$ cat config.mk
export PLATFORM = sky130hd
export DESIGN_NAME = axi_llc_plru_bist_ctrl
export DESIGN_NICKNAME = d
export VERILOG_FILES = /design/src/rtl/axi_llc_plru_bist_ctrl.sv
export SDC_FILE = /design/constraint.sdc
export NUM_CORES = 1
export LEC_CHECK = 0
export ABC_AREA = 1
export CELL_PAD_IN_SITES_DETAIL_PLACEMENT = 0
export CELL_PAD_IN_SITES_GLOBAL_PLACEMENT = 1
export CORE_MARGIN = 5
export CORE_UTILIZATION = 41
export DETAILED_ROUTE_END_ITERATION = 12
export GPL_ROUTABILITY_DRIVEN = 0
export PLACE_DENSITY = 0.95
export SYNTH_ARGS = -nofsm -noshare
export SYNTH_HDL_FRONTEND = slang
export SYNTH_SLANG_ARGS = --single-unit
$ cat constraint.sdc
create_clock -name clk_i -period 3.22 [get_ports clk_i]
set_input_delay 0.644 -clock clk_i [delete_from_list [all_inputs] [get_ports clk_i]]
set_output_delay 0.644 -clock clk_i [all_outputs]
set_load 0.05 [all_outputs]
$ cat src/rtl/axi_llc_plru_bist_ctrl.sv
// Sequences one BIST run of the LLC PLRU generator, accumulating the per-way
// fault vectors and classifying run-length, timeout and overrun errors.
module axi_llc_plru_bist_ctrl #(
  parameter int NumWays       = 8,
  parameter int IndexLength   = 8,
  parameter int TimeoutCycles = 1024
) (
  input  logic                   clk_i,
  input  logic                   rst_i,
  input  logic                   start_i,
  output logic                   plru_gen_valid_o,
  input  logic                   plru_gen_ready_i,
  input  logic [NumWays-1:0]     plru_bist_res_i,
  input  logic                   plru_gen_eoc_i,
  output logic                   busy_o,
  output logic                   done_o,
  output logic                   pass_o,
  output logic [NumWays-1:0]     fault_ways_o,
  output logic [IndexLength-1:0] first_fail_idx_o,
  output logic [1:0]             err_o
);

  localparam int NumSets = 2 ** IndexLength;
  localparam int CntW    = IndexLength + 1;
  localparam int TmoW    = $clog2(TimeoutCycles + 1);

  localparam logic [CntW-1:0] SetsCnt = CntW'(NumSets);
  localparam logic [CntW-1:0] CntOne  = CntW'(1);
  localparam logic [TmoW-1:0] TmoLast = TmoW'(TimeoutCycles - 1);
  localparam logic [TmoW-1:0] TmoOne  = TmoW'(1);

  localparam logic [1:0] ErrNone    = 2'b00;
  localparam logic [1:0] ErrTimeout = 2'b01;
  localparam logic [1:0] ErrShort   = 2'b10;
  localparam logic [1:0] ErrOverrun = 2'b11;

  typedef enum logic [1:0] {
    IDLE   = 2'd0,
    RUN    = 2'd1,
    FINISH = 2'd2
  } state_e;

  state_e                 state_q, state_d;
  logic [CntW-1:0]        beat_q, beat_d;
  logic [CntW-1:0]        beat_inc;
  logic [TmoW-1:0]        tmo_q, tmo_d;
  logic [NumWays-1:0]     fault_q, fault_d;
  logic [IndexLength-1:0] first_q, first_d;
  logic                   found_q, found_d;
  logic [1:0]             err_q, err_d;
  logic                   pass_q, pass_d;

  assign beat_inc = beat_q + CntOne;

  always_comb begin
    state_d = state_q;
    beat_d  = beat_q;
    tmo_d   = tmo_q;
    fault_d = fault_q;
    first_d = first_q;
    found_d = found_q;
    err_d   = err_q;
    pass_d  = pass_q;
    case (state_q)
      IDLE: begin
        if (start_i) begin
          state_d = RUN;
          beat_d  = '0;
          tmo_d   = '0;
          fault_d = '0;
          first_d = '0;
          found_d = 1'b0;
          err_d   = ErrNone;
          pass_d  = 1'b0;
        end
      end
      RUN: begin
        if (plru_gen_ready_i) begin
          tmo_d   = '0;
          beat_d  = beat_inc;
          fault_d = fault_q | plru_bist_res_i;
          if ((plru_bist_res_i != '0) && !found_q) begin
            first_d = beat_q[IndexLength-1:0];
            found_d = 1'b1;
          end
          // An eoc after a full sweep still counts as running past the array.
          if (plru_gen_eoc_i) begin
            state_d = FINISH;
            if (beat_inc == SetsCnt) begin
              err_d = ErrNone;
            end else if (beat_inc < SetsCnt) begin
              err_d = ErrShort;
            end else begin
              err_d = ErrOverrun;
            end
          end else if (beat_q == SetsCnt) begin
            state_d = FINISH;
            err_d   = ErrOverrun;
          end
        end else begin
          tmo_d = tmo_q + TmoOne;
          if (tmo_q == TmoLast) begin
            state_d = FINISH;
            err_d   = ErrTimeout;
          end
        end
        // Verdict uses next-state values so the final beat is included.
        if (state_d == FINISH) begin
          pass_d = (fault_d == '0) && (err_d == ErrNone);
        end
      end
      FINISH: begin
        state_d = IDLE;
      end
      default: begin
        state_d = IDLE;
      end
    endcase
  end

  // State and result registers with synchronous reset.
  always_ff @(posedge clk_i) begin
    if (rst_i) begin
      state_q <= IDLE;
      beat_q  <= '0;
      tmo_q   <= '0;
      fault_q <= '0;
      first_q <= '0;
      found_q <= 1'b0;
      err_q   <= ErrNone;
      pass_q  <= 1'b0;
    end else begin
      state_q <= state_d;
      beat_q  <= beat_d;
      tmo_q   <= tmo_d;
      fault_q <= fault_d;
      first_q <= first_d;
      found_q <= found_d;
      err_q   <= err_d;
      pass_q  <= pass_d;
    end
  end

  assign plru_gen_valid_o = (state_q == RUN);
  assign busy_o           = (state_q == RUN);
  assign done_o           = (state_q == FINISH);
  assign pass_o           = pass_q;
  assign fault_ways_o     = fault_q;
  assign first_fail_idx_o = first_q;
  assign err_o            = err_q;

endmodule

==> results of run 1 <==
## cell usage after synthesis, types with 2 or more instances
library cell and number:
ha_1 3, nand2_2 7, nand2_1 67, clkbuf_1 2
a31oi_1 2, nand4_1 14, o21ai_1 6, buf_2 2
nand3_2 2, o32ai_1 3, nor3_1 6, o21bai_1 6
nor2_4 5, a21oi_1 28, inv_1 28, inv_2 7
buf_4 2, dfxtp_1 42, nand3_1 18, o22ai_1 2
nor2_2 4, nor2_1 22, o21ai_0 3
## sequential cells by signal, indices dropped and copies added (netlist names)
signal,flops
first_fail_idx_o,8
err_o,2
tmo_q,11
state_q,2
found_q,1
beat_q,9
fault_ways_o,8
pass_o,1
## worst paths after layout
check | start | to | slack [ns]
hold reg to reg | first_fail_idx_o[1] | first_fail_idx_o[1] | 0.47
setup / recovery | state_q[0] | plru_gen_valid_o | 0.61
hold / removal | first_fail_idx_o[1] | first_fail_idx_o[1] | 0.47
setup reg to reg | state_q[0] | tmo_q[4] | 1.36
## worst min-delay path, stage by stage (launching register included)
cell and delay, ns:
dfxtp_1 0.31, nand2_1 0.06, a21oi_1 0.05
## report_power, final
part	total, mW	switching, mW	internal (mW)
Clock	0.424	0.176	0.248
Sequential	0.536	0.00816	0.528
Combinational	0.162	0.111	0.0509
## cell families (layout without fill, tap and decap cells)
| family | Yosys count | in the layout | share of synthesized area (%) |
|---|---|---|---|
| flops | 42 | 42 | 39.12 |
| fa+ha+maj | 3 | 3 | 1.746 |
| xor+xnor | 2 | 2 | 0.8150 |
| compound gates | 56 | 56 | 15.37 |
| buf+inv | 44 | 79 | 8.207 |
| simple gates | 151 | 151 | 34.75 |
## layer usage
metal  track usage [%]  vias to the layer above  share of wire [%]
li1                  -                     1064                  -
met1             21.19                      934                 46
met2             27.64                       43                 47
met3             3.471                        8                4.7
met4             6.478                        0                1.7
met5                 0                        -                  0
## metrics by stage
| stage | hold slack (ns) | power, mW | utilization (%) |
|---|---|---|---|
| 2_1_floorplan | 0.4404 | 0.6591 | - |
| 3_3_place_gp | 0.4556 | 0.7093 | 49.95 |
| 3_5_place_dp | 0.4541 | 0.7105 | 49.95 |
| 4_1_cts | 0.4666 | 1.135 | 52.16 |
| 5_1_grt | 0.4859 | 1.172 | 52.16 |
| 6_report | 0.4661 | 1.122 | 52.16 |
## area by class of cell
| type | instances | area (sq um) |
|---|---|---|
| sequential | 42 | 840.8 |
| multi-input combinational | 212 | 1132 |
| fill | 511 | 2444 |
| clock buffer | 6 | 82.58 |
| clock inverter | 1 | 30.03 |
| tap | 70 | 87.58 |
| timing repair buffer | 36 | 355.3 |
| inverter | 36 | 135.1 |
==> results.cfg, run 1 <==
[grt]
overflow = 0
grt_start_max_net_pins = 19
track_usage_pct = 16.70
antenna_found_initial = 0
grt_pass1_vias = 1886
grt_pass1_wl_mm = 8.638

[drt]
drtIter0Drc = 105
vias = 2049
wl_mm = 5.143
drcViolationCount = 0
ant_nets = 0
first_pass_iters = 4
drt-vias-per-instance = 5.084
avgRoutedWirePerCell_microns = 12.76

[worst_setup_path]
required_ns = 2.58
cp.arrival_ns = 1.97
critPathMaxFanout = 15
path_delay_family = buffers and inverters
slowest_stage = clkdlybuf4s50_1
worstPathCellList = inv_2 -> nor2_4 -> clkdlybuf4s50_1
critical_path_buf_inv_count = 2
worstSetupPathDepth = 3
r2r_cells = 8
worstSetupEndpointType = output pin
critical_path_class = flop to output pin
startpoint_type = flop
cp_slowest_stage_delay_ns = 0.89

[clock_network]
post_cts_buffers = 0
cts.clk_slew.worst_paths_ns = 0.08
clkSinkCount = 42
cts_tree = built
htreeDepth = 2
postCtsHoldBufs = 0
cts_root_buffer = clkbuf_8
cts-buffers-inserted = 5
clockBufferDepth = 2
cts_resized = 0
clk_latency_ns = 0.30

[synthesis]
ys_warn_count = 0
syn_nets = 314
avgSynthCellArea_sq_um = 7.213
yosysTopAreaCell = dfxtp_1
synthTopCellsByArea = dfxtp_1, nand2_1, a21oi_1, inv_1, nand3_1
netlist.area_leader.share_pct = 39.12
synth_cells = 298
synth_seq_cells = 42
syn_area_sq_um = 2150
async_reset_ff_share_pct = 0
synth_edf_count = 0
yosysSeqAreaShare_pct = 39.12
ys_types = 40
ys.flop_type = dfxtp_1

[sta]
worstMarginPinSlew_ns = 0.5202
slew_headroom_pct = 65.21
rsz0062_at_grt = false
fin_tns_setup_ns = 0
finalSetupViolCount = 0
slew_violations = 0
fmax_ghz = 0.3830
hold_viol = 0
fin_crit_sh_pct = 81.08
layout_setup_ws_ns = 0.6093
period_needed_ns = 2.611
clock_skew_ns = 0.008545

[cells_and_area]
layout_commonest_cell = nand2_1
final_area_sq_um = 2664
diodes = 0
drive_gt1_share_pct = 12.01
syn2layout_area_growth_pct = 23.92
final_cell_mix = nand2_1, dfxtp_1, clkdlybuf4s50_1
fin_cells = 403
fin_nets = 349

[floorplanning]
fp.dieW_microns = 82.41
rows = 26
die_h_microns = 82.41
die_area_sq_um = 6791
io_pins = 35
core_area_sq_um = 5107
initial_utilization_pct = 42.09

[place]
dpl.cell_count = 396
placed_area_sq_um = 2551
dp_slack_ns = 0.8331
portBuffers = 34
dpl.hpwl_mm = 3.941

[job]
max_cap_viol_count = 0

[power_and_ir_drop]
powerDensity_nw_per_um2 = 421.4
power.leakage_nw = 0.9707
max-vdd-ir-drop_uv = 246.5

[status]
status = completed

[hold_path]
holdPathStages = 2
hold_path_class = flop to flop
Power figures use the tool's default switching activity.
==> run 2, diff against run 1 <==
- CORE_UTILIZATION: 41 -> 34
- PLACE_DENSITY: 0.95 -> 0.86
- clock period: 3.22 -> 2.2 ns (I/O delays scaled with it)
==> run 2 against run 1 <==
Critical path depth decreased by 2. Worst setup slack got worse by 0.32 ns. Register-to-register slack got worse by 0.88 ns. Clock skew increased by 0.0015 ns. Critical endpoint is now fault_ways_o[1]. Power increased by 46%. Clock power increased by 45%. Critical path type unchanged. Sequential share of layout area decreased by 0.41 points. Die area increased by 18%. Core utilization decreased by 8.9 points. Flip-flop and latch count unchanged. Wire length increased by 3.7%. Via count increased by 1.5%.
==> results.cfg, run 2 (synthesized netlist as in run 1, its figures left out) <==
[power_and_ir_drop]
powerDensity_nw_per_um2 = 609.2
power.leakage_nw = 1.001
max-vdd-ir-drop_uv = 369.9
p_total_mw = 1.644

[sta]
hold_viol = 0
rsz0062_at_grt = false
slew_headroom_pct = 65.88
whs_ns = 0.4655
fin_tns_setup_ns = 0
period_needed_ns = 1.915
clock_skew_ns = 0.01008
slew_violations = 0
fin_crit_sh_pct = 87.05
finalSetupViolCount = 0
fmax_ghz = 0.5222
layout_setup_ws_ns = 0.2849
worstMarginPinSlew_ns = 0.5101

[cells_and_area]
fin_cells = 416
final_area_sq_um = 2699
post-route-util_pct = 43.24
syn2layout_area_growth_pct = 25.55
regMostFlops = tmo_q
fillCellCount = 676
reg.largest.list = tmo_q x11, beat_q x9
layout_commonest_cell = nand2_1
largest_reg_flops = 11
fin_nets = 354
final_cell_mix = nand2_1, dfxtp_1, clkdlybuf4s50_1
drive_gt1_share_pct = 14.45
diodes = 0

[grt]
overflow = 0
grtUsageMet1_pct = 18.84
track_usage_pct = 13.58
gr-usage-met3_pct = 2.949
grt_pass1_wl_mm = 8.749
antenna_found_initial = 0
met2_usage_pct = 22.10
busiest_layer = met2
grt_pass1_vias = 1924
grt_start_max_net_pins = 18

[floorplanning]
die_h_microns = 89.51
core_area_sq_um = 6241
fp.dieW_microns = 89.51
die_area_sq_um = 8012
initial_utilization_pct = 34.44
io_pins = 35
rows = 29

[drt]
drt-vias-per-instance = 5.000
drtIter0Drc = 130
avgRoutedWirePerCell_microns = 12.82
vias = 2080
wl_mm = 5.335
first_pass_iters = 4
ant_nets = 0
drcViolationCount = 0

[clock_network]
cts.clk_slew.worst_paths_ns = 0.09
cts_tree = built
clockBufferDepth = 2
cts_resized = 0
post_cts_buffers = 0
htreeDepth = 2
clk_latency_ns = 0.29
postCtsHoldBufs = 0
cts-buffers-inserted = 5
clkSinkCount = 42
cts_root_buffer = clkbuf_8

[worst_setup_path]
critical_path_buf_inv_count = 1
cp_slowest_stage_delay_ns = 0.81
slowest_stage = clkdlybuf4s50_1
required_ns = 1.76
worstPathCellList = clkdlybuf4s50_1
startpoint_type = flop
critPathMaxFanout = 3
worstSetupEndpointType = output pin
cp.arrival_ns = 1.48
critical_path_class = flop to output pin
path_delay_family = buffers and inverters

[place]
placed_area_sq_um = 2590
dp_slack_ns = 0.1437
portBuffers = 34
dpl.cell_count = 408
dpl.hpwl_mm = 4.111

[status]
status = completed

[hold_path]
hold_path_class = flop to flop

[job]
max_cap_viol_count = 0
-- run 2: cell count changes in the layout (fill, tap and decap cells not counted), sizes merged --
cell,previous run,this run
clkdlybuf4s50,34,31
clkbuf,6,5
buf,2,10
clkinv,1,3
-- run 2: path summary, 6_finish.rpt --
| check | start | to | slack [ns] | cells past startpoint |
|---|---|---|---|---|
| min reg2reg | first_fail_idx_o[0] | first_fail_idx_o[0] | 0.47 | 2 |
| max | fault_ways_o[1] | fault_ways_o[1] | 0.28 | 1 |
| max reg2reg | beat_q[1] | pass_o | 0.48 | 13 |
| min | first_fail_idx_o[0] | first_fail_idx_o[0] | 0.47 | 2 |
-- run 2: power breakdown --
group          internal (mW)  switching (mW)  leakage [nW]
sequential             0.772          0.0123         0.339
combinational         0.0815           0.165         0.604
clock                  0.334           0.278        0.0579
total                   1.19           0.456          1.00
-- run 2: area by class of cell --
| type | instances | area (sq um) | area share [%] |
|---|---|---|---|
| Sequential cell | 42 | 840.8 | 31.15 |
| Tap cell | 77 | 96.34 | 3.570 |
| Clock buffer | 5 | 68.82 | 2.550 |
| Inverter | 36 | 135.1 | 5.007 |
| Clock inverter | 3 | 40.04 | 1.484 |
| Multi-Input combinational cell | 212 | 1132 | 41.96 |
| Timing Repair Buffer | 41 | 385.4 | 14.28 |
-- run 2: worst reg2reg max path, cell delays in order, from the launching register on --
cell and delay [ns]:
dfxtp_1 0.43, ha_1 0.22, nand2_2 0.10, nor2_4 0.13, nand2_1 0.06, nand2_1 0.05, nand2_1 0.07, nor2_1 0.11
nand2_1 0.10, nand2_1 0.08, nand2_1 0.06, nand2_2 0.07, nand3_2 0.06, a21oi_2 0.12
-- run 2: per-layer routing --
metal | up-vias | part of all wire (%)
met2 | 32 | 48
li1 | 1070 | -
met4 | 0 | 0.39
met1 | 976 | 48
met3 | 2 | 4.0
met5 | - | 0
==> run 3, diff against run 2 <==
- ABC_AREA: 1 -> not set
- CORE_ASPECT_RATIO: not set -> 0.5
- CORE_UTILIZATION: 34 -> 35
- CTS_CLUSTER_DIAMETER: not set -> 40
==> run 3 against run 2 <==
Flip-flop and latch count unchanged. Maximum frequency down 13%. Worst hold slack better by 0.015 ns. Die area down 9.9%. Power down 2.5%. Worst setup slack worse by 0.28 ns. Sequential share of layout area up 0.50 points. Critical path type is now flop to flop. Largest cell class unchanged.
==> results.cfg, run 3 <==
[status]
status = completed

[power_and_ir_drop]
p_total_mw = 1.603
p_switching_mw = 0.4090
max-vdd-ir-drop_uv = 290.4
power.leakage_nw = 0.9832
powerDensity_nw_per_um2 = 601.6
switching_share_pct = 25.52
p_seq_share_pct = 48.8
clkPwrFrac_pct = 38.1
p_int_mw = 1.194
combPwrFrac_pct = 13.0

[cells_and_area]
multi_input_area_sq_um = 1051
syn2layout_area_growth_pct = 37.35
final_cell_mix = dfxtp_1, nor2_1, clkdlybuf4s50_1
reg.largest.list = tmo_q x11, beat_q x9
layout_commonest_cell = dfxtp_1
largest_reg_flops = 11
seq_area_sq_um = 843.3
regMostFlops = tmo_q
fin_nets = 302
diodes = 0
fillCellCount = 532
final_area_sq_um = 2664
drive_gt1_share_pct = 17.07

[synthesis]
syn_nets = 246
async_reset_ff_share_pct = 0
synth_edf_count = 0
yosysTopAreaCell = dfxtp_1
ys_warn_count = 0
ys.flop_type = dfxtp_1
ys_top_cells_by_count = dfxtp_1, nor2_1, nand2_1
yosysMostFrequentCell = dfxtp_1
synth_cells = 230
synthTopCellsByArea = dfxtp_1, nor2_1, a22oi_1, a22o_1, nand2_1
netlist.area_leader.share_pct = 43.35
yosysSeqAreaShare_pct = 43.35
ys_types = 42
avgSynthCellArea_sq_um = 8.432
synth_seq_cells = 42
syn_area_sq_um = 1939

[sta]
slew_violations = 0
worstMarginPinSlew_ns = 0.5043
period_needed_ns = 2.200
fin_tns_setup_ns = 0
clock_skew_ns = 0.004038
fin_crit_sh_pct = 100.0
whs_ns = 0.4810
rsz0062_at_grt = true
finalSetupViolCount = 0
layout_setup_ws_ns = 0.00001887
slew_headroom_pct = 66.28
hold_viol = 0
fmax_ghz = 0.4545

[clock_network]
cts.clk_slew.worst_paths_ns = 0.08
htreeDepth = 2
cts_tree = built
cts-buffers-inserted = 5
clk_latency_ns = 0.30
postCtsHoldBufs = 0
cts_root_buffer = clkbuf_8
clockBufferDepth = 2
clkSinkCount = 42

[floorplanning]
rows = 19
io_pins = 35
core_area_sq_um = 5420
die_area_sq_um = 7220
fp.dieW_microns = 115.3
initial_utilization_pct = 35.78
die_h_microns = 62.64

[drt]
vias = 1835
wl_mm = 4.689
drtIter0Drc = 119
top_layer_used = met4
first_pass_iters = 4
wl_met3_microns = 173
drt-met1-wl_mm = 2.267
ant_nets = 0
dr_wl_met2_mm = 2.156
avgRoutedWirePerCell_microns = 13.03
drt-vias-per-instance = 5.097
drcViolationCount = 0

[worst_setup_path]
critPathMaxFanout = 2
cp.arrival_ns = 2.42
worstSetupEndpointType = flop
critical_path_class = flop to flop
required_ns = 2.42
startpoint_type = flop

[job]
max_cap_viol_count = 0

[grt]
track_usage_pct = 13.87
grt_start_max_net_pins = 15
antenna_found_initial = 0
grt_pass1_wl_mm = 8.107
grt_pass1_vias = 1697
overflow = 0

[hold_path]
hold_path_class = flop to flop

[place]
dp_slack_ns = -0.04574
dpl.hpwl_mm = 3.689
portBuffers = 34
placed_area_sq_um = 2492
[run 3: layer usage]
layer,vias to the layer above,global-route usage [%]
met4,0,5.564
met5,-,0
li1,946,-
met1,851,18.46
met2,29,21.33
met3,9,3.578
[run 3: critical path, stage by stage, from the launching register on]
cell and delay [ns]:
dfxtp_2 0.32, or3_4 0.38, o32a_1 0.37, buf_4 0.15, a211oi_2 0.16, a21oi_2 0.09, or4_1 0.48, mux2i_1 0.18
[run 3: logic make-up after synthesis]
group                    count (synthesis)  share of synthesized area, %
AND/OR/NAND/NOR                         98                         24.65
buffers and inverters                   18                         4.515
flip-flops                              42                         43.36
multiplexers                             1                        0.5161
AO/OA/AOI/OAI                           58                         20.52
adder cells (fa/ha/maj)                  3                         1.936
XOR/XNOR                                10                         4.516
[run 3: repair_timing]
action,in CTS,in global routing
setup buffers,0,2
setup endpoints to repair,1,1
gates resized for setup,2,8
pin swaps,1,7
[run 3: power groups by stage]
stage,Sequential (mW),Combinational [mW],Clock (mW)
CTS,0.783,0.206,0.628
global placement,0.800,0.204,0
floorplan,0.823,0.0964,0
global route,0.785,0.228,0.670
finish,0.782,0.209,0.611
detailed placement,0.800,0.205,0
[run 3: final cells by class]
cell class              instances  share of cell area, %
clock buffers                   5                  2.583
clock inverters                 3                  1.691
inverters                       5                 0.7046
multi-input cells             170                  39.46
flip-flops and latches         42                  31.66
well taps                      73                  3.429
repair buffers                 62                  20.48
[run 3: final timing paths]
kind	startpoint	endpoint	slack (ns)	depth (start not counted)
worst max-delay path	beat_q[4]	pass_o	0.00002	7
worst min-delay path	found_q	found_q	0.48	1
worst max register to register	beat_q[4]	pass_o	0.00002	7
worst min register to register	found_q	found_q	0.48	1
[run 3: metrics by stage]
step,util [%],instances
2_1_floorplan,-,230
3_3_place_gp,45.98,350
3_5_place_dp,45.98,350
4_1_cts,48.31,358
5_1_grt,49.15,360
6_report,49.15,360
